`src/rtl/window_pkg.sv`:
```
// Shared constants, FSM state type, Hann coefficient table and Q0.8 rounding
// for the frame windowing block.
package window_pkg;

    localparam int SAMPLE_W = 8;
    localparam int LANES    = 8;
    localparam int COEF_W   = 8;
    localparam int OVR_W    = 8;
    localparam int LANE_W   = $clog2(LANES);
    localparam int PROD_W   = SAMPLE_W + COEF_W;

    typedef enum logic [1:0] {
        IDLE,
        CALC,
        HOLD
    } state_t;

    // Symmetric 8-point Hann window, Q0.8; lane 7 is the leftmost entry.
    localparam logic [LANES-1:0][COEF_W-1:0] COEF = {
        8'd0, 8'd48, 8'd156, 8'd243, 8'd243, 8'd156, 8'd48, 8'd0
    };

    // Round-half-up back to sample width; the product never exceeds 255*243,
    // so the result cannot overflow SAMPLE_W bits.
    function automatic logic [SAMPLE_W-1:0] round_q8(input logic [PROD_W-1:0] p);
        return SAMPLE_W'((p + PROD_W'(1 << (COEF_W - 1))) >> COEF_W);
    endfunction

endpackage

```
`src/rtl/window_coef_rom.sv`:
```
// Combinational lane-index to window-coefficient lookup.
module window_coef_rom
    import window_pkg::*;
(
    input  logic [LANE_W-1:0] lane,
    output logic [COEF_W-1:0] coef
);

    assign coef = COEF[lane];

endmodule

```
`src/rtl/window_apply.sv`:
```
// Applies an 8-point Hann window to packed sample frames, one lane per clock
// through a single multiplier, and hands the result downstream with valid/ready.
module window_apply
    import window_pkg::*;
(
    input  logic                         clk_50mhz,
    input  logic                         rst,
    input  logic [LANES*SAMPLE_W-1:0]    in_bus,
    input  logic                         in_set,
    output logic [LANES*SAMPLE_W-1:0]    win_bus,
    output logic                         win_valid,
    input  logic                         out_ready,
    output logic                         busy,
    output logic                         overrun,
    output logic [OVR_W-1:0]             overrun_cnt
);

    localparam logic [LANE_W-1:0] LAST_LANE = LANE_W'(LANES - 1);

    state_t                            state, state_nx;
    logic [2:0]                        sync_pipe;
    logic                              fe;
    logic                              capture;
    logic                              ovr;
    logic [LANE_W-1:0]                 lane;
    logic [COEF_W-1:0]                 coef;
    logic [PROD_W-1:0]                 prod;
    logic [LANES-1:0][SAMPLE_W-1:0]    frame_buf;
    logic [LANES-1:0][SAMPLE_W-1:0]    win_q;

    // Two synchronizer stages, then a third flop purely for edge detection.
    assign fe      = sync_pipe[1] & ~sync_pipe[2];
    assign busy    = (state != IDLE);
    assign win_bus = win_q;

    window_coef_rom u_coef_rom (
        .lane (lane),
        .coef (coef)
    );

    assign prod = frame_buf[lane] * coef;

    always_ff @(posedge clk_50mhz) begin
        if (rst) state <= IDLE;
        else     state <= state_nx;
    end

    always_comb begin
        state_nx = state;
        capture  = 1'b0;
        ovr      = 1'b0;
        unique case (state)
            IDLE: begin
                if (fe) begin
                    capture  = 1'b1;
                    state_nx = CALC;
                end
            end
            CALC: begin
                ovr = fe;
                if (lane == LAST_LANE) state_nx = HOLD;
            end
            HOLD: begin
                // A frame arriving on the handshake edge is taken, not dropped.
                if (win_valid && out_ready) begin
                    if (fe) begin
                        capture  = 1'b1;
                        state_nx = CALC;
                    end else begin
                        state_nx = IDLE;
                    end
                end else begin
                    ovr = fe;
                end
            end
            default: state_nx = IDLE;
        endcase
    end

    always_ff @(posedge clk_50mhz) begin
        if (rst) begin
            sync_pipe   <= '0;
            frame_buf   <= '0;
            win_q       <= '0;
            win_valid   <= 1'b0;
            lane        <= '0;
            overrun     <= 1'b0;
            overrun_cnt <= '0;
        end else begin
            sync_pipe <= {sync_pipe[1:0], in_set};
            overrun   <= ovr;
            if (ovr && overrun_cnt != '1) overrun_cnt <= overrun_cnt + 1'b1;

            if (capture) begin
                frame_buf <= in_bus;
                lane      <= '0;
            end

            if (state == CALC) begin
                win_q[lane] <= round_q8(prod);
                if (lane == LAST_LANE) win_valid <= 1'b1;
                else                   lane      <= lane + 1'b1;
            end

            if (state == HOLD && win_valid && out_ready) win_valid <= 1'b0;
        end
    end

endmodule

```
`config.mk`:
```
export PLATFORM = sky130hd
export DESIGN_NAME = window_apply
export DESIGN_NICKNAME = d
export VERILOG_FILES = /design/src/rtl/window_pkg.sv /design/src/rtl/window_coef_rom.sv /design/src/rtl/window_apply.sv
export SDC_FILE = /design/constraint.sdc
export NUM_CORES = 1
export LEC_CHECK = 0
export CORE_ASPECT_RATIO = 1.5
export CORE_UTILIZATION = 55
export DETAILED_ROUTE_END_ITERATION = 6
export DONT_BUFFER_PORTS = 1
export GPL_TIMING_DRIVEN = 0
export PLACE_DENSITY = 0.7
export SLEW_MARGIN = 20
export SYNTH_ARGS = -nofsm -noshare
export SYNTH_HDL_FRONTEND = slang
export SYNTH_SLANG_ARGS = --single-unit
```
`constraint.sdc`:
```
create_clock -name clk_50mhz -period 9.3 [get_ports clk_50mhz]
set_clock_uncertainty 0.2 [all_clocks]
set_input_delay 0.93 -clock clk_50mhz [delete_from_list [all_inputs] [get_ports clk_50mhz]]
set_output_delay 0.93 -clock clk_50mhz [all_outputs]
set_load 0.01 [all_outputs]
```
==> results of run 1 <==
layout make-up:
| class | instances | area share |
|---|---|---|
| Clock inverter | 15 | 0.0220 |
| Tap cell | 196 | 0.0271 |
| Inverter | 57 | 0.0236 |
| Sequential cell | 151 | 0.334 |
| Clock buffer | 17 | 0.0470 |
| Buffer | 57 | 0.0258 |
| Multi-Input combinational cell | 690 | 0.521 |
final timing paths:
check	start	end	slack (ps)	cells past startpoint
worst max-delay path	lane[0]	win_bus[43]	2590	17
worst min register to register	frame_buf[33]	frame_buf[33]	250	2
worst max register to register	lane[0]	win_bus[43]	2590	17
worst min-delay path	frame_buf[33]	frame_buf[33]	250	2
sequential cells by signal (all words and copies together), names as in the netlist:
signal       count
coef             5
frame_buf       64
lane             3
overrun          1
overrun_cnt      8
state            2
sync_pipe        3
win_bus         64
win_valid        1
critical path, cell delays in order, from the launching register on:
cell,delay (ps)
sky130_fd_sc_hd__dfxtp_1,350
sky130_fd_sc_hd__buf_2,220
sky130_fd_sc_hd__clkbuf_1,450
sky130_fd_sc_hd__buf_1,470
sky130_fd_sc_hd__mux2i_1,560
sky130_fd_sc_hd__nor2b_1,240
sky130_fd_sc_hd__fa_1,550
sky130_fd_sc_hd__inv_1,50
sky130_fd_sc_hd__fa_1,500
sky130_fd_sc_hd__inv_1,50
sky130_fd_sc_hd__fa_1,460
sky130_fd_sc_hd__fa_1,490
sky130_fd_sc_hd__ha_1,320
sky130_fd_sc_hd__nand4_1,120
sky130_fd_sc_hd__o221ai_2,410
sky130_fd_sc_hd__a21oi_2,210
sky130_fd_sc_hd__o211ai_1,690
sky130_fd_sc_hd__a311oi_1,200
kinds of logic (layout without fill, tap and decap cells):
family | count (synthesis) | count (layout) | synth area share
buf+inv | 114 | 146 | 0.0547
xor+xnor | 11 | 11 | 0.0127
compound gates | 211 | 211 | 0.166
mux | 23 | 23 | 0.0328
flops | 151 | 151 | 0.369
fa+ha+maj | 79 | 79 | 0.153
simple gates | 366 | 366 | 0.212
metal layers:
layer  global-route usage  wire length, um
met1                0.320             8280
met5                    0                0
met3               0.0452             1160
met4                0.125              671
met2                0.528            11300
cells in the final DEF, fill, tap and decap left out, types with 10 or more instances in the layout:
cell and instances:
sky130_fd_sc_hd__nand3_1 25, sky130_fd_sc_hd__mux2_2 11, sky130_fd_sc_hd__a21oi_1 101, sky130_fd_sc_hd__a311oi_1 13, sky130_fd_sc_hd__clkbuf_16 17, sky130_fd_sc_hd__nor2b_1 15
sky130_fd_sc_hd__ha_1 44, sky130_fd_sc_hd__nor2_1 37, sky130_fd_sc_hd__o31ai_1 17, sky130_fd_sc_hd__fa_1 35, sky130_fd_sc_hd__nand2_1 190, sky130_fd_sc_hd__o21ai_0 16
sky130_fd_sc_hd__mux2i_1 10, sky130_fd_sc_hd__nand3b_1 35, sky130_fd_sc_hd__dfxtp_1 151, sky130_fd_sc_hd__nand2b_1 11, sky130_fd_sc_hd__clkbuf_1 36, sky130_fd_sc_hd__and2_1 21
sky130_fd_sc_hd__buf_2 10, sky130_fd_sc_hd__or3_1 13, sky130_fd_sc_hd__inv_1 57, sky130_fd_sc_hd__buf_1 10
through the flow:
stage                util  hold slack, ps
floorplan               -             214
global placement    0.581             222
detailed placement  0.581             229
CTS                 0.624             256
global route        0.624             270
finish              0.624             255
power by group:
group | total (uW) | switching [uW] | internal (uW)
combinational | 137 | 93.8 | 43.1
sequential | 677 | 14.3 | 663
clock | 708 | 339 | 369
total | 1520 | 447 | 1070
==> results.md, run 1 <==
| Result | Value | Unit |
| --- | --- | --- |
| TritonCTS clock tree | yes | - |
| Number of placement rows | 54 | - |
| Required time of the worst setup path | 9360 | ps |
| Static Leak | 0.00351 | uW |
| Outcome | finished, final reports clean | - |
| Number of different library cells in the post-synthesis netlist | 58 | - |
| Post-route cell area | 9060 | um2 |
| Overall die height | 151 | um |
| Number of detailed-route iterations in the first pass | 5 | - |
| Number of hold violations in the final report | 0 | - |
| Clock latency of the later-clocked register in the worst-skew pair | 430 | ps |
| Number of hold buffers added after CTS | 0 | - |
| Fraction of final layout cells with drive strength greater than 1 | 0.0648 | - |
| Number of global-route vias before repair | 6,801 | - |
| Fraction of synthesis flops using an asynchronous set or reset pin | 0 | - |
| Layout fillers | 1,304 | - |
| Total number of vias | 6,902 | - |
| Detailed placement HPWL | 16.3 | mm |
| Cell count after synthesis | 955 | - |
| Number of buffers inserted during clock tree synthesis | 17 | - |
| Setup repair after global routing missed its margin | no | - |
| Initial Utilization | 0.564 | - |
| Most frequently used flop master after synthesis | sky130_fd_sc_hd__dfxtp_1 | - |
| Worst hold-check path type | flip-flop to flip-flop | - |
| Sequential cell area | 3020 | um2 |
| First-pass GRT wire length | 33.8 | mm |
| Maximum level of the CTS H-tree | 4 | - |
| Worst setup SP type | flip-flop | - |
| Cell area after technology mapping | 8190 | um2 |
| Critical path peak fanout | 10 | - |
| Number of buffer cells added on primary ports | 0 | - |
| Number of violations of the max-capacitance limit | 0 | - |
| Maximum clock frequency | 149 | MHz |
| I/O pin count | 143 | - |
| Post-route antenna net violation count | 0 | - |
| Final period demand of the worst path | 6710 | ps |
| Share of the synthesized area in the top cell type | 0.369 | - |
| Post-CTS setup-driven buffer insertion count | 0 | - |
| DR iter-0 viols | 315 | - |
| EDFF count, synth | 0 | - |
| Crit Path Category | flip-flop to flip-flop | - |
| Number of cells in the design after placement | 1,151 | - |
| Synth-to-layout area growth | 10.6 | % |
| Most repeated cell in the gate-level netlist after synthesis | sky130_fd_sc_hd__nand2_1 | - |
| Placeable core region | 14,500 | um2 |
| Fraction of the yosys area taken by sequential cells | 0.369 | - |
| Count of antenna diodes in the layout | 0 | - |
| Transition time at the pin with the least slew margin | 913 | ps |
| Area of the multi-input gates | 4720 | um2 |
| Final cycle utilization of the critical path | 0.722 | - |
| Post-Place Cell Area | 8430 | um2 |
| Data arrival time of the worst path | 6770 | ps |
| Clock-pin transition on the worst setup and hold timing paths | 70 | ps |
| Resize count post-CTS | 0 | - |
| Antenna violations before repair | 0 | - |
| Root buffer selected by CTS | sky130_fd_sc_hd__clkbuf_16 | - |
| Routed wire length | 21.4 | mm |
| Count of yosys warnings during synthesis | 0 | - |
| Final Wtd Congestion | 0.863 | - |
| Worst supply voltage drop on vdd | 145 | uV |
| Die width | 102 | um |
| Post-Place Worst Slack | 2680 | ps |
| Setup total negative slack | 0 | ps |
| Seq cells post-synth | 151 | - |
| Power density relative to cell area | 168 | nW/um2 |
| Final number of setup-violating endpoints | 0 | - |
| Maximum number of pins on one net before global-route repair | 20 | - |
| Critical path capture point type | flip-flop | - |
| Biggest area consumer among synthesized cells | sky130_fd_sc_hd__dfxtp_1 | - |
| WL/cell | 18.1 | um |
| Setup slack after layout | 2590 | ps |
| Total nets after synthesis | 1,102 | - |
| GR Overflow Total | 0 | - |
| Top cell types by occurrence after synthesis | 190 x sky130_fd_sc_hd__nand2_1, 151 x sky130_fd_sc_hd__dfxtp_1, 101 x sky130_fd_sc_hd__a21oi_1, 57 x sky130_fd_sc_hd__inv_1, 44 x sky130_fd_sc_hd__ha_1 | - |
| DRC violations left | 0 | - |
| Die Footprint | 15,400 | um2 |
| Post-layout total power | 1520 | uW |
| Dominant cells by area after synthesis | sky130_fd_sc_hd__dfxtp_1 37%, sky130_fd_sc_hd__nand2_1 8.7%, sky130_fd_sc_hd__fa_1 8.6% | - |
| Number of non-filler instances in the completed layout | 1,183 | - |
| Average cell area after synthesis | 8.57 | um2 |
| Global-route usage over all layers | 0.287 | - |
| CTS max path bufs | 2 | - |
| Clk sink count | 151 | - |
| Number of nets in the layout | 1,121 | - |
| Via density per instance | 5.83 | - |
| Number of max-slew violations in the final report | 0 | - |
| Worst slew margin | 0.389 | - |
Power figures use the tool's default switching activity.
==> inputs of run 2 (changes only) <==
- PLACE_DENSITY: 0.7 -> 0.73
- clock period: 9.3 -> 5.7 ns (I/O delays scaled with it)
==> run 2 against run 1 <==
Core utilization increased by 4.0 points. Register-to-register slack got worse by 2500 ps. Critical path depth is 1 higher. Clock-buffer cell count unchanged. Fmax rose by 20%. Sequential share of layout area fell by 2.0 points.
==> results.md, run 2 (synthesis gave the netlist of run 1 again) <==
| Result | Value | Unit |
| --- | --- | --- |
| Data arrival time of the worst path | 5710 | ps |
| Worst setup SP type | flip-flop | - |
| R2R Path End | win_bus[61] | - |
| Overall die height | 151 | um |
| Global-route usage over all layers | 0.292 | - |
| TritonCTS clock tree | yes | - |
| Sequential cell area | 3030 | um2 |
| Number of buffers inserted during clock tree synthesis | 17 | - |
| Setup total negative slack | 0 | ps |
| Sequential share of power | 0.442 | - |
| Critical path peak fanout | 9 | - |
| Register-to-Register Setup Slack | 130 | ps |
| Number of placement rows | 54 | - |
| Placeable core region | 14,500 | um2 |
| Fraction of power consumed by combinational cells | 0.107 | - |
| Transition time at the pin with the least slew margin | 840 | ps |
| P_int | 1760 | uW |
| Maximum number of pins on one net before global-route repair | 19 | - |
| Critical path destination | win_bus[61] | - |
| Power density relative to cell area | 260 | nW/um2 |
| Final cycle utilization of the critical path | 0.978 | - |
| Detailed placement HPWL | 16.2 | mm |
| Worst slew margin | 0.440 | - |
| Hold Slack | 66.5 | ps |
| Switching power as a share of total power | 0.295 | - |
| Initial Utilization | 0.564 | - |
| Maximum clock frequency | 179 | MHz |
| Worst hold-check path type | primary input to flip-flop | - |
| Root buffer selected by CTS | sky130_fd_sc_hd__clkbuf_16 | - |
| Leading cell type in the layout, fill and taps excluded | sky130_fd_sc_hd__nand2_1 | - |
| Die Footprint | 15,400 | um2 |
| Crit Path Category | flip-flop to flip-flop | - |
| Final Wtd Congestion | 0.884 | - |
| Number of buffer cells added on primary ports | 0 | - |
| Setup repair after global routing missed its margin | yes | - |
| Area of the multi-input gates | 5120 | um2 |
| Die width | 102 | um |
| Number of cells in the design after placement | 1,151 | - |
| Startpoint of the worst setup timing path | lane[1] | - |
| I/O pin count | 143 | - |
| First-pass GRT wire length | 34.4 | mm |
| Critical path capture point type | flip-flop | - |
| Clk sink count | 151 | - |
| Clock share of power | 0.451 | - |
| CTS max path bufs | 2 | - |
| Clock latency of the later-clocked register in the worst-skew pair | 430 | ps |
| Number of hold buffers added after CTS | 0 | - |
| Number of nets in the layout | 1,137 | - |
| Fraction of final layout cells with drive strength greater than 1 | 0.131 | - |
| Clock-pin transition on the worst setup and hold timing paths | 70 | ps |
| Required time of the worst setup path | 5830 | ps |
| Number of violations of the max-capacitance limit | 0 | - |
| Worst Reg2Reg Path Length in Cells | 18 | - |
| Number of global-route vias before repair | 6,922 | - |
| Synth-to-layout area growth | 17.7 | % |
| Post-route antenna net violation count | 0 | - |
| GR Overflow Total | 0 | - |
| Switching power | 739 | uW |
| Routed wire length | 22.8 | mm |
| Commonest cells after routing, fill and taps aside | 189 x sky130_fd_sc_hd__nand2_1, 150 x sky130_fd_sc_hd__dfxtp_1, 100 x sky130_fd_sc_hd__a21oi_1 | - |
| Worst supply voltage drop on vdd | 222 | uV |
| Outcome | finished, final reports clean | - |
| DRC violations left | 0 | - |
| WL/cell | 19.0 | um |
| Via density per instance | 5.87 | - |
| Maximum level of the CTS H-tree | 4 | - |
| Post-layout total power | 2500 | uW |
| Static Leak | 0.00366 | uW |
| Number of hold violations in the final report | 0 | - |
| Final number of setup-violating endpoints | 0 | - |
| Final core area utilization | 0.663 | - |
| Layout fillers | 1,191 | - |
| DR iter-0 viols | 445 | - |
| Number of max-slew violations in the final report | 0 | - |
| Antenna violations before repair | 0 | - |
| Number of detailed-route iterations in the first pass | 5 | - |
| Count of antenna diodes in the layout | 0 | - |
| Total number of vias | 7,038 | - |
| Final period demand of the worst path | 5570 | ps |
| Critical R2R Launch | lane[1] | - |
| Number of non-filler instances in the completed layout | 1,199 | - |
-- run 2: cell count changes in the layout (fill, tap and decap cells not counted), sizes merged --
cell / delta
buf: +16
inv: +1
clkinv: -5
clkinvlp: +4
-- run 2: repair_timing --
| action | 4_1_cts | 5_1_grt |
|---|---|---|
| buffers inserted | 7 | 9 |
| gates resized for setup | 46 | 60 |
| cloned | 0 | 0 |
| endpoints found under the setup margin | 64 | 64 |
| pin swaps | 5 | 15 |
| endpoints found under the hold margin | 0 | 0 |
-- run 2: final cells by class --
type | instances | area share
Multi-Input combinational cell | 690 | 0.531
Timing Repair Buffer | 16 | 0.0129
Clock buffer | 17 | 0.0441
Clock inverter | 15 | 0.0180
Inverter | 57 | 0.0222
Tap cell | 196 | 0.0254
Sequential cell | 151 | 0.314
Buffer | 57 | 0.0319
-- run 2: stage by stage --
stage | setup slack, ps | area, um2
global placement | -981 | 8430
finish | 127 | 9640
global route | -37.1 | 9640
CTS | 1.20 | 9280
detailed placement | -988 | 8430
floorplan | 235 | 8190
-- run 2: per-layer routing --
| metal | up-vias | part of all wire | track usage |
|---|---|---|---|
| met5 | - | 0 | 0 |
| met4 | 0 | 0.031 | 0.130 |
| met3 | 49 | 0.059 | 0.0595 |
| met2 | 264 | 0.54 | 0.535 |
| met1 | 3371 | 0.38 | 0.319 |
| li1 | 3354 | - | - |
-- run 2: worst max-delay path, stage by stage, from the launching register on --
cell	delay, ps
sky130_fd_sc_hd__dfxtp_4	380
sky130_fd_sc_hd__buf_6	140
sky130_fd_sc_hd__mux2_2	380
sky130_fd_sc_hd__a221oi_4	330
sky130_fd_sc_hd__o22ai_4	150
sky130_fd_sc_hd__and2_1	190
sky130_fd_sc_hd__fa_1	480
sky130_fd_sc_hd__inv_1	50
sky130_fd_sc_hd__fa_1	500
sky130_fd_sc_hd__fa_1	520
sky130_fd_sc_hd__fa_1	550
sky130_fd_sc_hd__inv_1	60
sky130_fd_sc_hd__ha_4	330
sky130_fd_sc_hd__and2_1	210
sky130_fd_sc_hd__nand4_1	110
sky130_fd_sc_hd__o22a_1	190
sky130_fd_sc_hd__clkbuf_4	200
sky130_fd_sc_hd__a21o_4	270
sky130_fd_sc_hd__o31ai_1	220
-- run 2: worst min path at each step --
stage | cells past startpoint | endpoint | startpoint
global placement | 1 | sync_pipe[1] | sync_pipe[0]
CTS | 2 | frame_buf[47] | in_bus[47]
global route | 1 | sync_pipe[0] | in_set
detailed placement | 1 | sync_pipe[1] | sync_pipe[0]
finish | 2 | frame_buf[47] | in_bus[47]
floorplan | 1 | sync_pipe[1] | sync_pipe[0]
-- run 2: power groups by stage --
stage | Sequential (uW) | Clock, uW | Combinational, uW
floorplan | 1120 | 0 | 163
detailed placement | 1130 | 0 | 219
CTS | 1100 | 1130 | 236
global route | 1110 | 1180 | 290
finish | 1110 | 1130 | 267
global placement | 1130 | 0 | 216
